$ cat config.mk
export PLATFORM = sky130hd
export DESIGN_NAME = txn_confidence_scorer
export DESIGN_NICKNAME = d
export VERILOG_FILES = /design/src/rtl/txn_score_pkg.sv /design/src/rtl/seq_divider.sv /design/src/rtl/txn_confidence_scorer.sv
export SDC_FILE = /design/constraint.sdc
export NUM_CORES = 2
export LEC_CHECK = 0
export ABC_CLOCK_PERIOD_IN_PS = 19800
export BUFFER_PORTS_ARGS = -buffer_cell sky130_fd_sc_hd__buf_2
export CORE_MARGIN = 8
export CORE_UTILIZATION = 55
export CTS_CLUSTER_SIZE = 14
export DETAILED_ROUTE_END_ITERATION = 16
export GPL_ROUTABILITY_DRIVEN = 0
export PLACE_DENSITY_LB_ADDON = 0.05
export SLEW_MARGIN = 20
export SYNTH_ARGS = -nofsm -noshare
export SYNTH_HDL_FRONTEND = slang
export SYNTH_SLANG_ARGS = --single-unit
$ cat constraint.sdc
create_clock -name clk -period 19.8 [get_ports clk]
set_input_delay 0 -clock clk [delete_from_list [all_inputs] [get_ports clk]]
set_output_delay 0 -clock clk [all_outputs]
set_load 0.005 [all_outputs]
$ cat src/rtl/txn_score_pkg.sv
`default_nettype none
// +-----------------------------------------------------------------------+
// | txn_score_pkg                                                         |
// | Encodings, thresholds, weights and sub-score helpers for the scorer.  |
// | Rev 1.0                                                               |
// +-----------------------------------------------------------------------+
package txn_score_pkg;

   localparam logic [1:0] c_meth_tether = 2'b00;
   localparam logic [1:0] c_meth_monero = 2'b01;
   localparam logic [1:0] c_meth_other  = 2'b10;

   localparam logic [63:0] c_val_th4 = 64'd400000;
   localparam logic [63:0] c_val_th3 = 64'd200000;
   localparam logic [63:0] c_val_th2 = 64'd100000;
   localparam logic [63:0] c_val_th1 = 64'd50000;
   localparam logic [63:0] c_val_th0 = 64'd10000;

   localparam logic [63:0] c_per_th4 = 64'd3600;
   localparam logic [63:0] c_per_th3 = 64'd1800;
   localparam logic [63:0] c_per_th2 = 64'd720;
   localparam logic [63:0] c_per_th1 = 64'd60;
   localparam logic [63:0] c_per_th0 = 64'd1;

   localparam logic [6:0] c_w_m_hi  = 7'd15;
   localparam logic [6:0] c_w_m_mid = 7'd10;
   localparam logic [6:0] c_w_m_lo  = 7'd5;
   localparam logic [6:0] c_w_i_max = 7'd35;
   localparam logic [6:0] c_w_v_max = 7'd20;
   localparam logic [6:0] c_w_p_max = 7'd30;

   typedef enum logic [1:0] {
      ST_IDLE  = 2'd0,
      ST_DIV   = 2'd1,
      ST_SCORE = 2'd2,
      ST_OUT   = 2'd3
   } state_e;

   function automatic logic [6:0] method_score(input logic crypto, input logic [6:0] oth_pct);
      if (crypto || oth_pct >= 7'd15) return c_w_m_hi;
      if (oth_pct >= 7'd10)           return c_w_m_mid;
      if (oth_pct >= 7'd5)            return c_w_m_lo;
      return 7'd0;
   endfunction

   // Ratio is symmetric: strongly one-directional flow scores high either way.
   function automatic logic [6:0] ratio_score(input logic [6:0] pct);
      if (pct >= 7'd95 || pct <= 7'd5)  return c_w_i_max;
      if (pct >= 7'd90 || pct <= 7'd10) return 7'd30;
      if (pct >= 7'd85 || pct <= 7'd15) return 7'd25;
      if (pct >= 7'd80 || pct <= 7'd20) return 7'd20;
      if (pct >= 7'd75 || pct <= 7'd25) return 7'd15;
      if (pct >= 7'd70 || pct <= 7'd30) return 7'd10;
      return 7'd0;
   endfunction

   function automatic logic [6:0] value_score(input logic [63:0] avg_v);
      if (avg_v >= c_val_th4) return c_w_v_max;
      if (avg_v >= c_val_th3) return 7'd17;
      if (avg_v >= c_val_th2) return 7'd14;
      if (avg_v >= c_val_th1) return 7'd10;
      if (avg_v >= c_val_th0) return 7'd7;
      return 7'd0;
   endfunction

   function automatic logic [6:0] period_score(input logic [63:0] avg_p);
      if (avg_p >= c_per_th4) return c_w_p_max;
      if (avg_p >= c_per_th3) return 7'd25;
      if (avg_p >= c_per_th2) return 7'd20;
      if (avg_p >= c_per_th1) return 7'd15;
      if (avg_p >= c_per_th0) return 7'd5;
      return 7'd0;
   endfunction

endpackage
`default_nettype wire

$ cat src/rtl/seq_divider.sv
`default_nettype none
// +-----------------------------------------------------------------------+
// | seq_divider                                                           |
// | Restoring unsigned divider, one quotient bit per cycle.               |
// | Rev 1.0                                                               |
// +-----------------------------------------------------------------------+
module seq_divider #(
   parameter int DIV_W = 31
)(
   input  logic             clk,
   input  logic             rst,
   input  logic             start_i,
   input  logic [DIV_W-1:0] dividend_i,
   input  logic [DIV_W-1:0] divisor_i,
   output logic             busy_o,
   output logic             done_o,
   output logic [DIV_W-1:0] quotient_o
);
   localparam int CW = $clog2(DIV_W + 1);

   logic [DIV_W-1:0] rem_q, quo_q, dvsr_q;
   logic [CW-1:0]    cnt_q;
   logic             busy_q, done_q;
   logic [DIV_W:0]   w_trial;
   logic [DIV_W-1:0] w_diff;
   logic             w_ge;

   // Dividend bits shift out of the quotient register's top as quotient bits enter below.
   assign w_trial = {rem_q, quo_q[DIV_W-1]};
   assign w_ge    = w_trial >= {1'b0, dvsr_q};
   assign w_diff  = w_trial[DIV_W-1:0] - dvsr_q;

   always_ff @(posedge clk or posedge rst) begin
      if (rst) begin
         rem_q  <= '0;
         quo_q  <= '0;
         dvsr_q <= '0;
         cnt_q  <= '0;
         busy_q <= 1'b0;
         done_q <= 1'b0;
      end else begin
         done_q <= 1'b0;
         if (start_i && !busy_q) begin
            rem_q  <= '0;
            quo_q  <= dividend_i;
            dvsr_q <= divisor_i;
            cnt_q  <= CW'(DIV_W);
            busy_q <= 1'b1;
         end else if (busy_q) begin
            rem_q <= w_ge ? w_diff : w_trial[DIV_W-1:0];
            quo_q <= {quo_q[DIV_W-2:0], w_ge};
            cnt_q <= cnt_q - CW'(1);
            if (cnt_q == CW'(1)) begin
               busy_q <= 1'b0;
               done_q <= 1'b1;
            end
         end
      end
   end

   assign busy_o     = busy_q;
   assign done_o     = done_q;
   assign quotient_o = quo_q;

endmodule
`default_nettype wire

$ cat src/rtl/txn_confidence_scorer.sv
`default_nettype none
// +-----------------------------------------------------------------------+
// | txn_confidence_scorer                                                 |
// | Per-wallet transaction statistics and 0-100 confidence scoring.       |
// | Rev 1.0                                                               |
// +-----------------------------------------------------------------------+
module txn_confidence_scorer
   import txn_score_pkg::*;
#(
   parameter  int NUM_WALLETS = 4,
   parameter  int COUNT_W     = 10,
   parameter  int VALUE_W     = 20,
   parameter  int TS_W        = 31,
   parameter  int SUM_W       = 30,
   localparam int WID_W       = (NUM_WALLETS > 1) ? $clog2(NUM_WALLETS) : 1
)(
   input  logic               clk,
   input  logic               rst,
   input  logic               txn_valid,
   output logic               txn_ready,
   input  logic [WID_W-1:0]   txn_wallet,
   input  logic [TS_W-1:0]    txn_time,
   input  logic               txn_in,
   input  logic [1:0]         txn_method,
   input  logic [VALUE_W-1:0] txn_value,
   input  logic               txn_last,
   output logic               score_valid,
   input  logic               score_ready,
   output logic [WID_W-1:0]   score_wallet,
   output logic [6:0]         score_m,
   output logic [6:0]         score_i,
   output logic [6:0]         score_v,
   output logic [6:0]         score_p,
   output logic [6:0]         confidence_score
);
   localparam int DIV_A = (SUM_W > TS_W) ? SUM_W : TS_W;
   localparam int DIV_W = (DIV_A > COUNT_W + 7) ? DIV_A : COUNT_W + 7;
   localparam logic [WID_W:0] c_num_wal = (WID_W+1)'(NUM_WALLETS);

   state_e state_q, state_d;

   logic [COUNT_W-1:0] tot_q   [NUM_WALLETS];
   logic [COUNT_W-1:0] in_q    [NUM_WALLETS];
   logic [COUNT_W-1:0] oth_q   [NUM_WALLETS];
   logic               cry_q   [NUM_WALLETS];
   logic [SUM_W-1:0]   sum_q   [NUM_WALLETS];
   logic [TS_W-1:0]    first_q [NUM_WALLETS];
   logic [TS_W-1:0]    last_q  [NUM_WALLETS];

   logic [WID_W-1:0] wid_q;
   logic [1:0]       idx_q;
   logic             launch_q;
   logic [6:0]       in_pct_q, oth_pct_q;
   logic [SUM_W-1:0] avg_v_q;
   logic [6:0]       sm_q, si_q, sv_q, sp_q, conf_q;

   logic             w_wal_ok, w_start, div_busy, div_done;
   logic [SUM_W:0]   w_sum_ext;
   logic [1:0]       w_sel;
   logic [TS_W-1:0]  w_span;
   logic [DIV_W-1:0] w_dvd, w_dvs, div_quo;
   logic [6:0]       w_m, w_i, w_v, w_p;

   assign txn_ready = (state_q == ST_IDLE) && !rst;
   assign w_wal_ok  = {1'b0, txn_wallet} < c_num_wal;
   assign w_sum_ext = {1'b0, sum_q[txn_wallet]} + (SUM_W+1)'(txn_value);

   // Next divide is issued on the same edge the previous quotient is captured.
   assign w_start = (launch_q || (div_done && idx_q != 2'd3)) && !div_busy;
   assign w_sel   = launch_q ? 2'd0 : idx_q + 2'd1;
   assign w_span  = last_q[wid_q] - first_q[wid_q];
   assign w_dvs   = DIV_W'(tot_q[wid_q]);

   always_comb begin
      w_dvd = '0;
      case (w_sel)
         2'd0:    w_dvd = DIV_W'(in_q[wid_q]) * DIV_W'(100);
         2'd1:    w_dvd = DIV_W'(oth_q[wid_q]) * DIV_W'(100);
         2'd2:    w_dvd = DIV_W'(sum_q[wid_q]);
         default: w_dvd = DIV_W'(w_span);
      endcase
   end

   seq_divider #(.DIV_W(DIV_W)) u_div (
      .clk        (clk),
      .rst        (rst),
      .start_i    (w_start),
      .dividend_i (w_dvd),
      .divisor_i  (w_dvs),
      .busy_o     (div_busy),
      .done_o     (div_done),
      .quotient_o (div_quo)
   );

   // The period quotient is still held by the divider during SCORE.
   assign w_m = method_score(cry_q[wid_q], oth_pct_q);
   assign w_i = ratio_score(in_pct_q);
   assign w_v = value_score(64'(avg_v_q));
   assign w_p = period_score(64'(div_quo));

   always_ff @(posedge clk or posedge rst) begin
      if (rst) state_q <= ST_IDLE;
      else     state_q <= state_d;
   end

   always_comb begin
      state_d = state_q;
      case (state_q)
         ST_IDLE:  if (txn_valid && w_wal_ok && txn_last) state_d = ST_DIV;
         ST_DIV:   if (div_done && idx_q == 2'd3) state_d = ST_SCORE;
         ST_SCORE: state_d = ST_OUT;
         ST_OUT:   if (score_ready) state_d = ST_IDLE;
         default:  state_d = ST_IDLE;
      endcase
   end

   always_ff @(posedge clk or posedge rst) begin
      if (rst) begin
         for (int k = 0; k < NUM_WALLETS; k++) begin
            tot_q[k]   <= '0;
            in_q[k]    <= '0;
            oth_q[k]   <= '0;
            cry_q[k]   <= 1'b0;
            sum_q[k]   <= '0;
            first_q[k] <= '0;
            last_q[k]  <= '0;
         end
         wid_q     <= '0;
         idx_q     <= '0;
         launch_q  <= 1'b0;
         in_pct_q  <= '0;
         oth_pct_q <= '0;
         avg_v_q   <= '0;
         sm_q      <= '0;
         si_q      <= '0;
         sv_q      <= '0;
         sp_q      <= '0;
         conf_q    <= '0;
      end else begin
         launch_q <= 1'b0;
         case (state_q)
            ST_IDLE: if (txn_valid && w_wal_ok) begin
               if (tot_q[txn_wallet] == '0) first_q[txn_wallet] <= txn_time;
               last_q[txn_wallet] <= txn_time;
               if (tot_q[txn_wallet] != '1) tot_q[txn_wallet] <= tot_q[txn_wallet] + 1'b1;
               if (txn_in && in_q[txn_wallet] != '1) in_q[txn_wallet] <= in_q[txn_wallet] + 1'b1;
               if (txn_method == c_meth_other && oth_q[txn_wallet] != '1)
                  oth_q[txn_wallet] <= oth_q[txn_wallet] + 1'b1;
               if (txn_method == c_meth_tether || txn_method == c_meth_monero)
                  cry_q[txn_wallet] <= 1'b1;
               sum_q[txn_wallet] <= w_sum_ext[SUM_W] ? '1 : w_sum_ext[SUM_W-1:0];
               if (txn_last) begin
                  wid_q    <= txn_wallet;
                  idx_q    <= 2'd0;
                  launch_q <= 1'b1;
               end
            end
            ST_DIV: if (div_done) begin
               idx_q <= idx_q + 2'd1;
               case (idx_q)
                  2'd0:    in_pct_q  <= div_quo[6:0];
                  2'd1:    oth_pct_q <= div_quo[6:0];
                  2'd2:    avg_v_q   <= div_quo[SUM_W-1:0];
                  default: ;
               endcase
            end
            ST_SCORE: begin
               sm_q   <= w_m;
               si_q   <= w_i;
               sv_q   <= w_v;
               sp_q   <= w_p;
               conf_q <= w_m + w_i + w_v + w_p;
            end
            default: if (score_ready) begin
               tot_q[wid_q]   <= '0;
               in_q[wid_q]    <= '0;
               oth_q[wid_q]   <= '0;
               cry_q[wid_q]   <= 1'b0;
               sum_q[wid_q]   <= '0;
               first_q[wid_q] <= '0;
               last_q[wid_q]  <= '0;
               sm_q           <= '0;
               si_q           <= '0;
               sv_q           <= '0;
               sp_q           <= '0;
               conf_q         <= '0;
            end
         endcase
      end
   end

   assign score_valid      = (state_q == ST_OUT);
   assign score_wallet     = wid_q;
   assign score_m          = sm_q;
   assign score_i          = si_q;
   assign score_v          = sv_q;
   assign score_p          = sp_q;
   assign confidence_score = conf_q;

endmodule
`default_nettype wire

==> key figures <==
Timing
  – Tmin final: between 5 and 6 ns
  – Relative max-transition margin: 0.2124
  – Slew Limit Fails: 0
  – Crit share post-route: 0.2789
  – Clock Skew: about 0.024 ns
  – Final WS setup: around 14 ns
  – Setup Total Neg Slack: 0 ns
  – Worst slew pin tran: 1.179 ns
  – Final setup fails: 0
  – Fmax: 181.1 MHz
  – Unrepaired setup endpoints after global routing: no
  – Number of hold violations in the final report: 0

Critical path
  – CP Class: reg -> reg
  – Worst r2r dst: u_div.quotient_o[24]
  – Critical path launch point: score_wallet[0]
  – FF-to-FF Start: score_wallet[0]
  – Slowest-stage cell, CP: buf_4
  – Endpoint type of the worst setup path: flip-flop
  – CP Data Required Time: between 20 and 25 ns
  – CP max FO: 36
  – Arr. time, crit path: roughly 6.0 ns
  – R2r worst-path depth: 14
  – Critical path startpoint category: flip-flop
  – CP most frequent cell: buf_4
  – Slowest stage delay, CP: 0.65 ns
  – R2R setup slack: between 10 and 15 ns
  – Critical-path cell list: buf_4 > buf_16 > buf_4 > mux4_2 > ha_1 > fa_1 > nor2b_1 > o211ai_1 > a31oi_1 > a221o_1 > a311oi_1 > or4_1 > and3b_1 > o31ai_1

Drt
  – Drt initial violations: 2787
  – Routed Antenna Nets: 0
  – DRC viols: 0
  – WL final: between 100000 and 150000 microns
  – DR vias: 27945
  – First-pass iteration count of the detailed router: 8
  – Via/cell ratio: 6.614
  – Drt wl/cell: between 20 and 30 microns

Synth
  – Yosys top cell area share: 0.4470
  – Syn Std Cell Area: 36220 sq um
  – Adder-cell area share of the yosys netlist: 0.06425
  – Synth cell count leaders: dfrtp_1, nand2_1, o21ai_0
  – Synth cell types: 84
  – Area leader, netlist: dfrtp_1
  – Compound-cell area share of the yosys netlist: 0.1931
  – Post-synthesis simple-gate area fraction: 0.09230
  – Synthesized flop and latch total: 647
  – Async set-or-reset flop fraction in the synthesized netlist: 1.000
  – Area contributors post-synth: dfrtp_1, mux4_2, a22o_1
  – Post-synthesis xor/xnor area fraction: 0.02563
  – Mapped Avg Cell Area: 11.07 sq um
  – Count leader, synth: dfrtp_1
  – Post-synthesis sequential area ratio: 0.4470
  – Main combinational cell family by area after synthesis: compound AO/OA/AOI/OAI gates
  – Yosys warning count: 0
  – Post-synth EDFFs: 0
  – Cells after Synth: 3271
  – Mux share of post-synthesis cell area: 0.1325
  – Top FF cell, synth: dfrtp_1

Cells and area
  – Fillers: 5230
  – Layout Cells excl Fill: 4225
  – Layout Nets: 3534
  – Ant. Diodes: 0
  – Fin util: 0.6163
  – Share of layout cells above drive strength 1: 0.1702
  – Area grow syn2layout: 11.47%
  – Post-route cell area: 40370 sq um

Worst hold path
  – Hold crit path type: in -> reg
  – Worst min-delay path startpoint: txn_value[6]
  – WHS Endpoint: sum_q[66]
  – Hold path cells: 5

Clock network
  – Clock Path Buffers: 3
  – CTS H-tree lvls: 3
  – Setup bufs post-CTS: 0
  – CTS tree: yes
  – Clk sinks: about 650
  – Worst skew pair latency: 0.63 ns
  – # resized after CTS: 0
  – Clock tree root driver cell: clkbuf_16
  – Cts bufs inserted: 76
  – Clk pin slew, worst setup/hold paths: about 0.060 ns
  – Cts hold-fix bufs: 40

Place
  – Place WS: 14.00 ns
  – Placed inst area: 37170 sq um
  – Dpl hpwl: 70680 microns
  – Port Buf Inserts: 91
  – DP Cell Count: 4044

GRT
  – Overflow after GRT: 0
  – Initial antenna violation count: 1
  – Vias in the first global route: 28421
  – First-pass GRT wire length: 170400 microns
  – Largest net degree at the start of global routing: 85
  – GR Util All Layers: 0.2900

Floorplanning
  – Starting density of the core: 0.5529
  – Die Y: 272.6 microns
  – Core ar.: 65510 sq um
  – DIE WIDTH: 272.6 microns
  – Std cell rows: 94
  – Io pins: 100
  – Total die area: 74320 sq um

Run
  – Max-capacitance violation count: 0

Power
  – Static leakage: approximately 18 nW
  – Worst vdd ir: 0.0001266 V
  – Pwr dens: ~160 nW/um^2

Status
  – Status: finished clean
-- power breakdown --
part           leakage [nW]  switching (W)  internal (W)  total (W)
registers              8.63       0.000307       0.00169    0.00200
logic                  8.36        0.00175       0.00131    0.00306
clock network          1.34       0.000580      0.000935    0.00152
-- worst max path at each step --
stage                                end  slack (ns)
floorplan                     avg_v_q[0]        1.67
global placement    u_div.quotient_o[24]       14.10
detailed placement  u_div.quotient_o[24]       14.00
CTS                 u_div.quotient_o[24]       13.97
global route        u_div.quotient_o[24]       13.91
finish              u_div.quotient_o[24]       14.28
-- layout by cell type (no fill, tap or decap), types with 12 or more instances in the layout --
cell	synthesis	routed
clkbuf_8	0	20
mux2_2	50	50
clkinv_2	0	13
o21ai_0	306	306
o31ai_1	24	24
nor3_1	38	37
fa_1	22	22
or3_1	19	19
o22ai_1	14	14
nand2_1	359	358
a222oi_1	12	12
ha_1	150	150
mux4_2	171	171
and3_1	12	12
nand2b_1	31	30
dlygate4sd3_1	0	40
nand4_1	18	18
clkbuf_16	0	79
buf_4	21	45
dfrtp_1	647	645
xor2_1	34	34
a21oi_1	101	101
inv_1	154	153
a31oi_1	15	15
nor2b_1	14	14
or2_2	14	14
buf_2	33	90
o21a_1	25	25
mux4_1	12	12
nor4_1	22	22
a21o_1	30	29
a22o_1	284	284
nor2_1	108	104
a22o_2	42	42
and2_1	17	16
o211ai_1	14	14
nand3_1	42	42
xnor2_1	72	72
-- registers in the layout, summed over array words and instances (netlist names), 6 cells and up --
register,count
first_q,124
last_q,124
sum_q,120
in_q,40
oth_q,40
tot_q,40
u_div.quotient_o,31
u_div.rem_q,31
avg_v_q,30
u_div.dvsr_q,10
confidence_score,7
in_pct_q,7
oth_pct_q,7
score_i,6
-- cells by family (layout without fill, tap and decap cells) --
| family | after synthesis | after routing |
|---|---|---|
| buffers and inverters | 390 | 473 |
| multiplexers | 240 | 240 |
| XOR/XNOR | 106 | 106 |
| flip-flops | 647 | 647 |
| AO/OA/AOI/OAI | 989 | 989 |
| adder cells (fa/ha/maj) | 173 | 173 |
| AND/OR/NAND/NOR | 725 | 725 |
| other | 1 | 8 |
-- cell type report --
class	count	area (sq um)	area share
tap	864	1081	0.02678
sequential	647	16200	0.4012
clock buffer	108	2286	0.05662
timing repair buffer	180	1286	0.03186
multi-input combinational	2241	18490	0.4581
inverter	155	589.3	0.01460
clock inverter	30	437.9	0.01085
-- through the flow --
step	total power, W	hold WS (ns)
after global placement	0.004950	0.1038
after global routing	0.006961	0.09492
after floorplan	0.004166	0.03023
final	0.006571	0.07972
after detailed placement	0.005016	0.1081
after CTS	0.006561	0.04545
-- critical path: cells and delay by family (launching register included) --
family	cells	cell delay [ns]
mux	1	0.59
flops	1	0.62
fa+ha+maj	2	0.65
compound gates	5	1.20
buf+inv	3	1.34
simple gates	3	0.93
-- routing by layer --
metal	global-route usage	vias up	part of all wire
met5	0	-	0
met4	0.08857	0	0.031
met3	0.05463	218	0.071
met2	0.4553	1181	0.46
met1	0.4091	14325	0.44
li1	-	12221	-
No activity file was read; power rests on OpenSTA's default activity.
